<file path="src/rtl/xm23_mem_pkg.sv">
// Shared types for the program/data RAM port arbiter.
// Owner tags, arbiter states and the tag-scrub helper.
package xm23_mem_pkg;

   localparam int RD_LATENCY_MAX = 3;

   typedef enum logic [1:0] {
      OWN_NONE,
      OWN_IF,
      OWN_DM
   } owner_t;

   typedef enum logic [1:0] {
      S_IDLE,
      S_IF,
      S_DM
   } arb_state_t;

   function automatic owner_t scrub_if(
      input owner_t t,
      input logic   fl
   );
      return (fl && t == OWN_IF) ? OWN_NONE : t;
   endfunction

endpackage

</file>
<file path="src/rtl/mem_port_arbiter_if.sv">
// Requester, RAM and pipeline-control signals of the RAM port arbiter.
// slave = arbiter side, master = environment side.
interface mem_port_arbiter_if #(
   parameter int ADDR_W = 15,
   parameter int DATA_W = 16
);
   logic              flush;
   logic              if_req;
   logic [ADDR_W-1:0] if_addr;
   logic              if_ack;
   logic              if_valid;
   logic [DATA_W-1:0] if_rdata;
   logic              dm_req;
   logic              dm_we;
   logic [ADDR_W-1:0] dm_addr;
   logic [DATA_W-1:0] dm_wdata;
   logic              dm_ack;
   logic              dm_valid;
   logic [DATA_W-1:0] dm_rdata;
   logic [ADDR_W-1:0] ram_addr;
   logic [DATA_W-1:0] ram_data;
   logic              ram_wren;
   logic [DATA_W-1:0] ram_q;
   logic              stall_if;
   logic              busy;

   modport slave (
      input  flush, if_req, if_addr,
      input  dm_req, dm_we, dm_addr, dm_wdata,
      input  ram_q,
      output if_ack, if_valid, if_rdata,
      output dm_ack, dm_valid, dm_rdata,
      output ram_addr, ram_data, ram_wren,
      output stall_if, busy
   );

   modport master (
      output flush, if_req, if_addr,
      output dm_req, dm_we, dm_addr, dm_wdata,
      output ram_q,
      input  if_ack, if_valid, if_rdata,
      input  dm_ack, dm_valid, dm_rdata,
      input  ram_addr, ram_data, ram_wren,
      input  stall_if, busy
   );
endinterface

</file>
<file path="src/rtl/mem_port_arbiter_rd_tag_pipe.sv">
// Fixed-latency owner-tag pipe tracking in-flight RAM reads.
// Flush rewrites every fetch tag, including the one being pushed.
module rd_tag_pipe
   import xm23_mem_pkg::*;
#(
   parameter int DEPTH = 1
) (
   input  logic   clk,
   input  logic   reset,
   input  logic   flush_i,
   input  owner_t push_i,
   output owner_t exit_o,
   output logic   busy_o
);

   owner_t stg_q [DEPTH];
   owner_t stg_d [DEPTH];

   always_comb begin
      stg_d[0] = scrub_if(push_i, flush_i);
      for (int i = 1; i < DEPTH; i++) begin
         stg_d[i] = scrub_if(stg_q[i-1], flush_i);
      end
   end

   always_comb begin
      busy_o = 1'b0;
      for (int i = 0; i < DEPTH; i++) begin
         busy_o = busy_o | (stg_q[i] != OWN_NONE);
      end
   end

   assign exit_o = stg_q[DEPTH-1];

   always_ff @(posedge clk or negedge reset) begin
      if (!reset) begin
         for (int i = 0; i < DEPTH; i++) begin
            stg_q[i] <= OWN_NONE;
         end
      end else begin
         stg_q <= stg_d;
      end
   end

endmodule

</file>
<file path="src/rtl/mem_port_arbiter.sv">
// Single-port RAM arbiter between fetch and load/store requesters.
// Define ARB_ROUND_ROBIN_EN for alternating grants instead of data priority.
module mem_port_arbiter
   import xm23_mem_pkg::*;
#(
   parameter int ADDR_W        = 15,
   parameter int DATA_W        = 16,
   parameter int RD_LATENCY    = 1,
   parameter int MAX_DM_STREAK = 4
) (
   input logic               clk,
   input logic               reset,
   mem_port_arbiter_if.slave bus
);

   arb_state_t        state_q;
   logic [ADDR_W-1:0] addr_q;
   logic [DATA_W-1:0] wdata_q;
   logic [DATA_W-1:0] if_rdata_q;
   logic [DATA_W-1:0] dm_rdata_q;

   logic   gnt_if;
   logic   gnt_dm;
   logic   pick_if;
   logic   wr;
   owner_t push;
   owner_t exit_tag;

`ifdef ARB_ROUND_ROBIN_EN
   assign pick_if = (state_q == S_DM);
`else
   localparam logic [3:0] STREAK_MAX = 4'(MAX_DM_STREAK);

   logic [3:0] streak_q;
   logic [3:0] streak_d;

   assign pick_if = (streak_q == STREAK_MAX);

   always_comb begin
      streak_d = streak_q;
      unique case (1'b1)
         !bus.if_req || gnt_if:
            streak_d = '0;
         bus.if_req && gnt_dm && streak_q != STREAK_MAX:
            streak_d = streak_q + 4'd1;
         default: ;
      endcase
   end

   always_ff @(posedge clk or negedge reset) begin
      if (!reset) begin
         streak_q <= '0;
      end else begin
         streak_q <= streak_d;
      end
   end

   // a live streak can only follow a data grant
   a_streak_dm: assert property (
      @(posedge clk) disable iff (!reset)
      (streak_q != '0) |-> (state_q == S_DM)
   );
`endif

   always_comb begin
      gnt_if = 1'b0;
      gnt_dm = 1'b0;
      unique case (1'b1)
         !reset: ;
         reset && bus.if_req && bus.dm_req: begin
            gnt_if = pick_if;
            gnt_dm = !pick_if;
         end
         reset && bus.if_req && !bus.dm_req:
            gnt_if = 1'b1;
         reset && !bus.if_req && bus.dm_req:
            gnt_dm = 1'b1;
         default: ;
      endcase
   end

   assign wr = gnt_dm & bus.dm_we;

   always_comb begin
      push = OWN_NONE;
      unique case (1'b1)
         gnt_if:       push = OWN_IF;
         gnt_dm && !wr: push = OWN_DM;
         default: ;
      endcase
   end

   rd_tag_pipe #(
      .DEPTH (RD_LATENCY)
   ) u_tags (
      .clk     (clk),
      .reset   (reset),
      .flush_i (bus.flush),
      .push_i  (push),
      .exit_o  (exit_tag),
      .busy_o  (bus.busy)
   );

   assign bus.if_ack   = gnt_if;
   assign bus.dm_ack   = gnt_dm;
   assign bus.stall_if = bus.if_req & ~gnt_if;
   assign bus.ram_wren = wr;
   assign bus.ram_data = wr ? bus.dm_wdata : wdata_q;
   assign bus.ram_addr = gnt_if ? bus.if_addr :
                         gnt_dm ? bus.dm_addr : addr_q;

   assign bus.if_valid = (exit_tag == OWN_IF);
   assign bus.dm_valid = (exit_tag == OWN_DM);
   assign bus.if_rdata = bus.if_valid ? bus.ram_q : if_rdata_q;
   assign bus.dm_rdata = bus.dm_valid ? bus.ram_q : dm_rdata_q;

   always_ff @(posedge clk or negedge reset) begin
      if (!reset) begin
         state_q    <= S_IDLE;
         addr_q     <= '0;
         wdata_q    <= '0;
         if_rdata_q <= '0;
         dm_rdata_q <= '0;
      end else begin
         state_q    <= gnt_if ? S_IF :
                       gnt_dm ? S_DM : S_IDLE;
         addr_q     <= bus.ram_addr;
         wdata_q    <= bus.ram_data;
         if_rdata_q <= bus.if_rdata;
         dm_rdata_q <= bus.dm_rdata;
      end
   end

endmodule
</file>
<file path="src/flat_wrapper.sv">
// flat-port wrapper written by rule: the top's interface ports become plain ports
module mem_port_arbiter_flat import xm23_mem_pkg::*;
#(
   parameter int ADDR_W        = 15,
   parameter int DATA_W        = 16,
   parameter int RD_LATENCY    = 1,
   parameter int MAX_DM_STREAK = 4
)
  (clk, reset, bus_flush, bus_if_req, bus_if_addr, bus_dm_req, bus_dm_we, bus_dm_addr, bus_dm_wdata, bus_ram_q, bus_if_ack, bus_if_valid, bus_if_rdata, bus_dm_ack, bus_dm_valid, bus_dm_rdata, bus_ram_addr, bus_ram_data, bus_ram_wren, bus_stall_if, bus_busy);
  mem_port_arbiter_if #(.ADDR_W(ADDR_W), .DATA_W(DATA_W)) bus_i ();
  input logic clk;
  input logic reset;
  input wire logic [$bits(bus_i.flush)-1:0] bus_flush;
  input wire logic [$bits(bus_i.if_req)-1:0] bus_if_req;
  input wire logic [$bits(bus_i.if_addr)-1:0] bus_if_addr;
  input wire logic [$bits(bus_i.dm_req)-1:0] bus_dm_req;
  input wire logic [$bits(bus_i.dm_we)-1:0] bus_dm_we;
  input wire logic [$bits(bus_i.dm_addr)-1:0] bus_dm_addr;
  input wire logic [$bits(bus_i.dm_wdata)-1:0] bus_dm_wdata;
  input wire logic [$bits(bus_i.ram_q)-1:0] bus_ram_q;
  output wire logic [$bits(bus_i.if_ack)-1:0] bus_if_ack;
  output wire logic [$bits(bus_i.if_valid)-1:0] bus_if_valid;
  output wire logic [$bits(bus_i.if_rdata)-1:0] bus_if_rdata;
  output wire logic [$bits(bus_i.dm_ack)-1:0] bus_dm_ack;
  output wire logic [$bits(bus_i.dm_valid)-1:0] bus_dm_valid;
  output wire logic [$bits(bus_i.dm_rdata)-1:0] bus_dm_rdata;
  output wire logic [$bits(bus_i.ram_addr)-1:0] bus_ram_addr;
  output wire logic [$bits(bus_i.ram_data)-1:0] bus_ram_data;
  output wire logic [$bits(bus_i.ram_wren)-1:0] bus_ram_wren;
  output wire logic [$bits(bus_i.stall_if)-1:0] bus_stall_if;
  output wire logic [$bits(bus_i.busy)-1:0] bus_busy;
  assign bus_i.flush = bus_flush;
  assign bus_i.if_req = bus_if_req;
  assign bus_i.if_addr = bus_if_addr;
  assign bus_i.dm_req = bus_dm_req;
  assign bus_i.dm_we = bus_dm_we;
  assign bus_i.dm_addr = bus_dm_addr;
  assign bus_i.dm_wdata = bus_dm_wdata;
  assign bus_i.ram_q = bus_ram_q;
  assign bus_if_ack = bus_i.if_ack;
  assign bus_if_valid = bus_i.if_valid;
  assign bus_if_rdata = bus_i.if_rdata;
  assign bus_dm_ack = bus_i.dm_ack;
  assign bus_dm_valid = bus_i.dm_valid;
  assign bus_dm_rdata = bus_i.dm_rdata;
  assign bus_ram_addr = bus_i.ram_addr;
  assign bus_ram_data = bus_i.ram_data;
  assign bus_ram_wren = bus_i.ram_wren;
  assign bus_stall_if = bus_i.stall_if;
  assign bus_busy = bus_i.busy;
  mem_port_arbiter #(.ADDR_W(ADDR_W), .DATA_W(DATA_W), .RD_LATENCY(RD_LATENCY), .MAX_DM_STREAK(MAX_DM_STREAK)) u_core (.clk(clk), .reset(reset), .bus(bus_i));
endmodule
</file>
<file path="config.mk">
export PLATFORM = sky130hd
export DESIGN_NAME = mem_port_arbiter_flat
export DESIGN_NICKNAME = d
export VERILOG_FILES = /design/src/rtl/xm23_mem_pkg.sv /design/src/rtl/mem_port_arbiter_if.sv /design/src/rtl/mem_port_arbiter_rd_tag_pipe.sv /design/src/rtl/mem_port_arbiter.sv /design/src/flat_wrapper.sv
export SDC_FILE = /design/constraint.sdc
export NUM_CORES = 1
export LEC_CHECK = 0
export ABC_AREA = 1
export BUFFER_PORTS_ARGS = -buffer_cell sky130_fd_sc_hd__buf_2
export CAP_MARGIN = 20
export CORE_MARGIN = 5
export CORE_UTILIZATION = 50
export CTS_BUF_LIST = sky130_fd_sc_hd__clkbuf_8 sky130_fd_sc_hd__clkbuf_16
export CTS_CLUSTER_SIZE = 12
export DETAILED_ROUTE_END_ITERATION = 12
export MAX_ROUTING_LAYER = met4
export PLACE_DENSITY_LB_ADDON = 0.3
export SKIP_CTS_REPAIR_TIMING = 1
export SLEW_MARGIN = 20
export SYNTH_ARGS = -nofsm -noshare
export SYNTH_HDL_FRONTEND = slang
export SYNTH_SLANG_ARGS = --single-unit
</file>
<file path="constraint.sdc">
create_clock -name clk -period 4.2 [get_ports clk]
set_clock_uncertainty 0.2 [all_clocks]
set_input_delay 0.84 -clock clk [delete_from_list [all_inputs] [get_ports clk]]
set_output_delay 0.84 -clock clk [all_outputs]
set_load 0.03 [all_outputs]
</file>
* Word-level counts from Yosys, hierarchy flattened
Cells that the tools add are included.
W data, S select, Z words.
** Storage, ports and cells
- Bits in registers :: 69
- Output and inout bits :: 70
- Bits of input ports :: 68
** Operators by class
- Reduce and logical (&&, ||, !) cells :: 16
- Multiplexer cells :: 10
- Bitwise gates (word level) :: 3
- Add/sub/neg operators :: 1
- Equality and inequality tests :: 5
** Operator list (number)
- $mux W16 :: 3
- $mux W15 :: 2
- $logic_and A1 B1 Y1 :: 9
- $pmux W4 S2 :: 1
- $add A4 B1 Y4 const B :: 1
- $eq A2 B1 Y1 const B :: 2
- $eq A4 B3 Y1 const B :: 1
- $logic_not A1 Y1 :: 4
- $ne A4 B3 Y1 const B :: 1
- $pmux W1 S2 :: 2
- $pmux W2 S2 :: 1
- $reduce_bool A2 Y1 :: 2
- $and A1 B1 Y1 :: 2
- $eq A2 B2 Y1 const B :: 1
- $mux W2 :: 1
- $logic_or A1 B1 Y1 :: 1
- $not A1 Y1 :: 1

* Depth between registers and ports, before layout
Gate-level depths: netlist of run 1.
- Depth in word-level cells :: 11
- Gate-level depth with buffers :: 9

* By module
From an unflattened synthesis of run 1, not the netlist that was laid out.
** Unflattened totals
- Cell total of the unflattened synthesis :: 365
- Area, all modules :: 3060.4 um^2
** By module, submodules not included
- mem_port_arbiter :: times used 1, sequential area each 1676.6 um^2, area an instance 2987.9 um^2, cells an instance 358
- rd_tag_pipe :: times used 1, sequential area each 50.0 um^2, area an instance 72.6 um^2, cells an instance 7

* Least setup slack after synthesis of run 1
No wires, ideal clock.
- Kind :: flip-flop to output port
- Start point :: register u_core.u_tags.stg_q (netlist bit u_core.u_tags.exit_o[0])
- End point :: output bus_dm_rdata[0]
- Arrival time :: 1.941 ns
- Slack :: 1.219 ns
- Data required time :: 3.160 ns
- Cell stages (with the launch flop) :: 5
- Buffers on the path :: 1
- Path through :: dfrtp_1 -> nor2_1 -> inv_1 -> clkbuf_1 -> o21ai_0
** Between the ends
- Longest elaborated chain between the ends :: 2
** RTL lines
- start, declared :: line mem_port_arbiter_rd_tag_pipe.sv:16 : owner_t stg_q [DEPTH];
- start signal, assigned :: line mem_port_arbiter_rd_tag_pipe.sv:41 : stg_q <= stg_d;
- $eq A2 B2 Y1 :: line mem_port_arbiter.sv:113 : assign bus.dm_valid = (exit_tag == OWN_DM);
- named net bus_dm_valid :: line flat_wrapper.sv:25 : output wire logic [$bits(bus_i.dm_valid)-1:0] bus_dm_valid;
- $mux W16 :: line mem_port_arbiter.sv:115 : assign bus.dm_rdata = bus.dm_valid ? bus.ram_q : dm_rdata_q;
- end, declared :: line flat_wrapper.sv:26 : output wire logic [$bits(bus_i.dm_rdata)-1:0] bus_dm_rdata;
The timed path passes the listed nets, and every way through them passes these cells.

* Worst setup path after layout of run 1
- Start point :: register u_core.streak_q[0]
- End point :: output bus_ram_data[1]
** Between the ends
- Longest elaborated chain between the ends :: 5
** RTL lines
- start, declared :: line mem_port_arbiter.sv:34 : logic [3:0] streak_q;
- start signal, assigned :: line mem_port_arbiter.sv:54 : streak_q <= streak_d;
- $eq A4 B3 Y1 :: line mem_port_arbiter.sv:37 : assign pick_if = (streak_q == STREAK_MAX);
- $logic_not A1 Y1 :: line mem_port_arbiter.sv:72 : gnt_dm = !pick_if;
- $pmux W1 S2 :: line mem_port_arbiter.sv:68 : unique case (1'b1)
- $and A1 B1 Y1 :: line mem_port_arbiter.sv:82 : assign wr = gnt_dm & bus.dm_we;
- $mux W16 :: line mem_port_arbiter.sv:108 : assign bus.ram_data = wr ? bus.dm_wdata : wdata_q;
- end, declared :: line flat_wrapper.sv:28 : output wire logic [$bits(bus_i.ram_data)-1:0] bus_ram_data;
No other way between the ends.

==> qor.yml, run 1 <==
outcome:
  outcome: "finished clean"
clock_tree:
  clkSinkCount: 69
  htree_levels: 3
  clk_pin_slew_ns: 0.07
  clock_latency_ns: 0.33
  ctsRootBufferMaster: "clkbuf_8"
  cts_tree: "yes"
  cts_buffer_depth: 2
  numCtsBuffers: 9
grt:
  antenna_found_initial: 0
  grt_max_degree: 71
  grt_overflow_total: 0
  grtUsageTotal_pct: 20.68
  grt_pass1_vias: 2701
  grt_pass1_wl_um: 12120
layout:
  n_antenna_cell: 0
  drive_gt1_share_pct: 32.60
  area_growth_pct: 31.01
  nets: 568
  fill_cells: 516
  multiInputGateArea_um2: 1016
  stdcell_count: 578
  seq_area_um2: 1727
pwr:
  p_leak_nw: 2.384
  power_mw: 2.035
  ir_drop_mv: 0.2571
  p_per_area_nw_per_um2: 509.1
timing:
  setup_violations: 0
  fin_tns_setup_ns: 0
  fin_crit_sh_pct: 75.84
  tightestPinTransition_ns: 0.8712
  hold_violations: 0
  slew_violations: 0
  slew_headroom_pct: 41.92
  rsz0062_at_grt: "false"
  period_needed_ns: 3.185
  fmax_ghz: 0.3139
  hold_slack_ns: 0.2719
min_path:
  min_from: "u_core.wdata_q[2]"
  hold_path.class: "reg2reg"
  holdPathStages: 2
  min_to: "u_core.wdata_q[2]"
worst_setup_path:
  reg2reg_depth: 7
  crit_required_ns: 3.16
  worst_setup_path_start_kind: "flop"
  crit_top_cell: "nand2_1"
  cpPeakStageDelay_ns: 0.41
  crit_path_end_kind: "output pin"
  reg2reg_slack_ns: 2.33
  critPathSlowestCell: "dfrtp_1"
  rr_endpoint: "u_core.wdata_q[1]"
  crit_arrival_ns: 2.15
  crit_fanout: 17
  cp_cell_sequence: "inv_1, ha_1, nand4_4, nand2_4, nor2_4, nand2_1, nand2_1, buf_2"
  r2r_start: "u_core.streak_q[0]"
  crit_type: "reg2out"
floorplanning:
  core_area_um2: 5921
  core.rowCount: 28
  die_area_um2: 7762
  top_level_ports: 138
  die_w_um: 88.11
  initial_core_util_pct: 51.52
  die_h_um: 88.11
job:
  cap_violations: 0
synth:
  synthMuxAreaShare_pct: 0
  synth-simple-area-share_pct: 26.17
  synth_compound_area_share_pct: 5.742
  ys_ff_latch: 69
  synth_warnings: 0
  netlist_area_um2: 3050
  ys_types: 20
  syn_nets: 433
  yosys.area_share.xor_xnor_pct: 0.5742
  synth.yosys.seq_area_share_pct: 56.60
  synth_top_family_by_area: "simple AND/OR/NAND/NOR gates"
  synth_adder_area_share_pct: 0.8203
  synth_cells: 363
  avgSynthCellArea_um2: 8.403
detailed_routing:
  drc: 0
  via_per_inst: 4.758
  dr.pass1.iters: 4
  via_count: 2750
  wl_per_cell_um: 12.84
  postRouteWirelength_um: 7423
  drt-initial-drc-count: 96
  ant_nets: 0
place:
  io_buffers: 137
  gp_congestion: 0.8174
  hpwlAfterDp_um: 5326
  dp.cells: 562
==> through the flow <==
step	instance area [um^2]	worst slack (ns)	util (%)
final	3996	1.015	67.50
after global routing	3996	0.8490	67.50
after CTS	3996	1.010	67.50
after detailed placement	3757	1.041	63.46
after global placement	3757	1.075	63.46
after floorplan	3050	1.219	-
==> state kept, by name (all words and copies together) (netlist names) <==
| name | count |
|---|---|
| u_core.dm_rdata_q | 16 |
| u_core.u_tags.exit_o | 2 |
| u_core.if_rdata_q | 16 |
| u_core.addr_q | 15 |
| u_core.streak_q | 4 |
| u_core.wdata_q | 16 |
==> cell type report <==
cell class / instances / area share, %
Sequential cell: 69 / 43.21
Tap cell: 75 / 2.348
Clock inverter: 7 / 2.880
Timing Repair Buffer: 138 / 17.35
Multi-Input combinational cell: 220 / 25.42
Inverter: 60 / 5.698
Clock buffer: 9 / 3.100
==> worst max-delay path by stage <==
| stage | to | slack [ns] | start | depth (start not counted) |
|---|---|---|---|---|
| 6_report | bus_ram_data[1] | 1.01 | u_core.streak_q[0] | 8 |
| 5_1_grt | bus_ram_data[1] | 0.85 | u_core.streak_q[0] | 8 |
| 3_3_place_gp | bus_ram_data[1] | 1.07 | reset | 8 |
| 4_1_cts | bus_ram_data[8] | 1.01 | u_core.streak_q[0] | 8 |
| 2_1_floorplan | bus_dm_rdata[0] | 1.22 | u_core.u_tags.exit_o[0] | 4 |
| 3_5_place_dp | bus_ram_data[8] | 1.04 | reset | 8 |
==> routing by layer <==
metal | share of wire [%] | global-route usage (%) | up-vias
met1 | 44 | 26.23 | 1249
met2 | 46 | 32.33 | 101
met4 | 1.8 | 9.478 | 0
met3 | 7.8 | 3.763 | 13
met5 | 0 | - | -
li1 | - | - | 1387
==> layout by cell type (no fill, tap or decap), types with 2 or more instances in the layout <==
| cell type | synthesis | layout |
|---|---|---|
| inv_1 | 57 | 58 |
| nand2_2 | 2 | 2 |
| clkbuf_8 | 0 | 9 |
| nand2_4 | 3 | 3 |
| dfrtp_1 | 69 | 69 |
| nand2_1 | 118 | 118 |
| bufinv_16 | 0 | 3 |
| nand3_1 | 48 | 48 |
| buf_2 | 4 | 137 |
| nor2_1 | 7 | 7 |
| ha_1 | 2 | 2 |
| o21ai_0 | 35 | 35 |
| inv_2 | 2 | 2 |
==> cell usage after synthesis <==
cell | count | share of area, %
nand4_4 | 1 | 0.70
buf_2 | 4 | 0.66
inv_2 | 2 | 0.25
nand2_2 | 2 | 0.41
ha_1 | 2 | 0.82
xnor2_1 | 1 | 0.29
buf_4 | 2 | 0.49
nand3_1 | 48 | 7.9
o21ai_0 | 35 | 5.7
dfrtp_1 | 69 | 57
xor2_1 | 1 | 0.29
inv_1 | 57 | 7.0
nor2_4 | 1 | 0.37
nand2_4 | 3 | 1.1
nor2_1 | 7 | 0.86
inv_4 | 1 | 0.21
clkbuf_1 | 6 | 0.74
nand2_1 | 118 | 15
nand3_2 | 1 | 0.33
buf_6 | 2 | 0.74
==> where the power goes <==
group	switching [mW]	leakage [nW]	internal [mW]
clock network	0.248	0.121	0.392
registers	0.0304	0.846	0.775
logic	0.427	1.42	0.162
total	0.706	2.38	1.33
==> cells by family (layout without fill, tap and decap cells) <==
| group | count (synthesis) | after routing |
|---|---|---|
| buf+inv | 74 | 214 |
| xor+xnor | 2 | 2 |
| flops | 69 | 69 |
| fa+ha+maj | 2 | 2 |
| compound gates | 35 | 35 |
| simple gates | 181 | 181 |
==> critical path, delay by kind of cell, from the launching register on <==
kind	cells	cell delay, ns
and+or+nand+nor	5	0.87
DFF	1	0.41
buffers and inverters	2	0.26
adders and majority gates	1	0.25
Note: power is estimated with default switching activity, not from simulation.
==> run 2: changes to the inputs <==
- CORE_UTILIZATION: 50 -> 47
- clock period: 4.2 -> 3 ns (I/O delays scaled with it)
==> run 2 against run 1 <==
Sequential power is 40% higher. Design area up 1.7%. Worst setup slack lost 0.81 ns. Clock power grew 31%.
==> qor.yml, run 2 (synthesis results as in run 1) <==
detailed_routing:
  ant_nets: 0
  wl_per_cell_um: 12.63
  route.met3.wl_um: 507
  wl_met1_um: 3489
  dr.pass1.iters: 4
  highest_layer: "met4"
  drt-initial-drc-count: 92
  via_count: 2735
  postRouteWirelength_um: 7442
  via_per_inst: 4.643
  drc: 0
  route.met2.wl_um: 3355
layout:
  stdcell_count: 589
  layout_common_cells: "buf_2 (137), nand2_1 (118), dfrtp_1 (69)"
  fill_cells: 556
  layout_top_registers: "u_core.dm_rdata_q x16, u_core.if_rdata_q x16, u_core.wdata_q x16"
  n_antenna_cell: 0
  nets: 577
  drive_gt1_share_pct: 33.79
  layout_commonest_cell: "buf_2"
  area_growth_pct: 33.22
clock_tree:
  clk_pin_slew_ns: 0.08
  clkSinkCount: 69
  htree_levels: 3
  cts_tree: "yes"
  cts_buffer_depth: 2
  clock_latency_ns: 0.33
  numCtsBuffers: 9
  ctsRootBufferMaster: "clkbuf_8"
place:
  hpwlAfterDp_um: 5381
  dp.cells: 566
  io_buffers: 137
  gp_congestion: 0.7993
worst_setup_path:
  cpPeakStageDelay_ns: 0.42
  path_buf_inv: 2
  r2r_start: "u_core.streak_q[0]"
  worstSetupStartpoint: "u_core.streak_q[0]"
  reg2reg_slack_ns: 1.20
  crit_fanout: 18
  cp_top_family: "simple AND/OR/NAND/NOR gates"
  cp_cell_sequence: "inv_1, ha_1, nand3_2, nand2_2, nand3_1, nand3_1, nand2_1, buf_2"
  crit_arrival_ns: 2.00
  worst_setup_path_start_kind: "flop"
  crit_top_cell: "nand3_1"
  critPathSlowestCell: "dfrtp_1"
  crit_type: "reg2out"
  crit_path_end_kind: "output pin"
  crit_required_ns: 2.20
grt:
  grt_pass1_vias: 2685
  antenna_found_initial: 0
  grtUsageTotal_pct: 18.99
  grt_overflow_total: 0
  grt_pass1_wl_um: 12610
  grt_max_degree: 63
timing:
  fin_tns_setup_ns: 0
  tightestPinTransition_ns: 0.7778
  slew_violations: 0
  setup_violations: 0
  period_needed_ns: 2.799
  hold_violations: 0
  slew_headroom_pct: 48.15
  fin_crit_sh_pct: 93.31
  fmax_ghz: 0.3572
  rsz0062_at_grt: "false"
floorplanning:
  die_w_um: 90.56
  core.rowCount: 29
  die_area_um2: 8201
  core_area_um2: 6350
  die_h_um: 90.56
  initial_core_util_pct: 48.04
  top_level_ports: 138
outcome:
  outcome: "finished clean"
min_path:
  min_from: "bus_flush"
  hold_path.class: "in2reg"
pwr:
  ir_drop_mv: 0.3711
  p_leak_nw: 2.412
  p_per_area_nw_per_um2: 688.3
job:
  cap_violations: 0
==> run 2: path summary, 6_finish.rpt <==
kind,end,depth (start not counted)
setup / recovery,bus_ram_addr[2],8
min in group asynchronous,u_core.if_rdata_q[9],2
hold / removal,u_core.u_tags.exit_o[0],2
setup reg to reg,u_core.addr_q[2],7
hold reg to reg,u_core.wdata_q[10],2
max in group asynchronous,u_core.addr_q[2],2
==> run 2: stage by stage <==
step	worst slack [ns]	utilization, %	power, mW	cell area (um^2)	hold slack (ns)
after detailed placement	0.1790	59.45	1.979	3775	0.2526
final	0.2008	64.00	2.797	4064	0.2273
after floorplan	0.2586	-	1.702	3050	0.1044
after global placement	0.2203	59.45	1.960	3775	0.2490
after CTS	0.06733	62.94	2.822	3996	-0.08959
after global routing	0.04661	64.00	2.946	4064	0.2225
==> run 2: area by class of cell <==
cell class	instances	area, um^2	area share, %
Sequential cell	69	1727	42.49
Inverter	60	227.7	5.603
Timing Repair Buffer	147	775.7	19.09
Clock buffer	9	123.9	3.048
Clock inverter	7	97.59	2.401
Tap cell	77	96.34	2.371
Multi-Input combinational cell	220	1016	25.00
==> run 2: layer usage <==
metal	up-vias	track usage, %
li1	1415	-
met1	1215	24.76
met2	96	29.36
met3	9	4.167
met4	0	6.576
met5	-	-
==> run 2: power by group <==
part           switching, mW  internal [mW]
Sequential            0.0424           1.08
Combinational          0.598          0.232
Clock                  0.370          0.471
==> run 3: changes to the inputs <==
- CORE_MARGIN: 5 -> 3
==> run 3 against run 2 <==
Sequential share of layout area increased by 0.14 points. Final cell count is 0.68% lower. Register-to-register slack better by 0.05 ns. Fmax is 0.88% higher. Design area is 0.34% lower. Wire length fell by 3.3%. Sequential cell count unchanged. Largest power group unchanged. Global-route usage is 1.6 points higher. Highest routed layer unchanged.
==> qor.yml, run 3 (synthesis results as in run 1) <==
clock_tree:
  htree_levels: 3
  clk_pin_slew_ns: 0.08
  clkSinkCount: 69
  ctsRootBufferMaster: "clkbuf_8"
  numCtsBuffers: 9
  cts_tree: "yes"
  clock_latency_ns: 0.33
  cts_buffer_depth: 2
grt:
  grt_pass1_wl_um: 11820
  grtUsageTotal_pct: 20.59
  grt_overflow_total: 0
  antenna_found_initial: 0
  grt_pass1_vias: 2568
  grt_max_degree: 57
worst_setup_path:
  cpPeakStageDelay_ns: 0.42
  cp_cell_sequence: "inv_1, ha_1, nand3_2, nand2_2, nand2_4, inv_6, nand2_1, nand2_1, buf_2"
  crit_fanout: 17
  crit_arrival_ns: 1.97
  crit_type: "reg2out"
  worst_setup_path_start_kind: "flop"
  crit_required_ns: 2.20
  crit_path_end_kind: "output pin"
  critPathSlowestCell: "dfrtp_1"
  crit_top_cell: "nand2_1"
timing:
  rsz0062_at_grt: "false"
  fmax_ghz: 0.3604
  fin_crit_sh_pct: 92.50
  slew_headroom_pct: 53.66
  fin_tns_setup_ns: 0
  period_needed_ns: 2.775
  slew_violations: 0
  hold_slack_ns: 0.06743
  setup_violations: 0
  tightestPinTransition_ns: 0.6950
  hold_violations: 0
floorplanning:
  die_h_um: 86.56
  initial_core_util_pct: 50.04
  die_w_um: 86.56
  core_area_um2: 6096
  core.rowCount: 28
  top_level_ports: 138
  die_area_um2: 7493
place:
  gp_congestion: 0.8005
  hpwlAfterDp_um: 5237
  place_area_um2: 3787
  io_buffers: 137
layout:
  seq_area_um2: 1727
  layout_commonest_cell: "buf_2"
  layout_common_cells: "buf_2 (137), nand2_1 (118), dfrtp_1 (69)"
  nets: 575
  n_antenna_cell: 0
  area_growth_pct: 32.77
  post-route-util_pct: 66.44
  layout_top_registers: "u_core.dm_rdata_q x16, u_core.if_rdata_q x16, u_core.wdata_q x16"
  fill_cells: 542
  multiInputGateArea_um2: 1016
  drive_gt1_share_pct: 33.53
  design_area_um2: 4050
detailed_routing:
  postRouteWirelength_um: 7195
  drc: 0
  ant_nets: 0
  via_count: 2797
  dr.pass1.iters: 5
  wl_per_cell_um: 12.30
  drt-initial-drc-count: 106
  via_per_inst: 4.781
pwr:
  p_per_area_nw_per_um2: 687.6
  ir_drop_mv: 0.4155
  p_leak_nw: 2.408
  power_mw: 2.785
min_path:
  hold_path.class: "in2async"
outcome:
  outcome: "finished clean"
job:
  cap_violations: 0
[run 3: changes by cell type in the layout (fill, tap and decap cells not counted), sizes merged]
cell | before | now
buf | 146 | 145
clkbuf | 9 | 10
dlygate4sd3 | 1 | 0
clkinv | 2 | 1
[run 3: path summary, 6_finish.rpt]
path / start / endpoint / slack (ns) / depth (start not counted)
worst max-delay path: u_core.streak_q[0] / bus_ram_addr[2] / 0.23 / 9
worst min-delay path: reset / u_core.streak_q[2] / 0.07 / 2
worst max register to register: u_core.streak_q[0] / u_core.addr_q[2] / 1.25 / 7
worst min register to register: u_core.wdata_q[14] / u_core.wdata_q[14] / 0.26 / 2
max in group asynchronous: reset / u_core.if_rdata_q[8] / 1.86 / 2
min in group clk: bus_flush / u_core.u_tags.exit_o[0] / 0.22 / 2
[run 3: report_power, final]
| part | leakage [nW] | internal (mW) | switching, mW | total [mW] |
|---|---|---|---|---|
| sequential | 0.846 | 1.08 | 0.0409 | 1.12 |
| clock | 0.110 | 0.489 | 0.341 | 0.830 |
| combinational | 1.45 | 0.233 | 0.597 | 0.830 |
[run 3: layout make-up]
cell class	instances	area share, %
sequential	69	42.63
multi-input combinational	220	25.08
timing repair buffer	145	18.72
inverter	60	5.684
clock buffer	10	3.398
tap	75	2.317
clock inverter	6	2.162
[run 3: layer usage]
| metal | global-route usage [%] | vias up | wire [um] |
|---|---|---|---|
| met5 | - | - | 0 |
| met4 | 6.799 | 0 | 63 |
| met3 | 4.278 | 6 | 655 |
| met2 | 31.29 | 127 | 3315 |
| met1 | 27.80 | 1264 | 3160 |
| li1 | - | 1400 | - |
[run 3: worst max-delay path, delay by kind of cell (launching register included)]
| kind | cells | cell delay, ns |
|---|---|---|
| fa+ha+maj | 1 | 0.22 |
| buf+inv | 3 | 0.45 |
| flops | 1 | 0.42 |
| simple gates | 5 | 0.56 |
[run 3: stage by stage]
stage | cells | setup WS (ns)
after global placement | 566 | 0.3271
after detailed placement | 566 | 0.3273
final | 585 | 0.2251
after CTS | 582 | 0.06466
after floorplan | 363 | 0.2586
after global routing | 585 | 0.03418
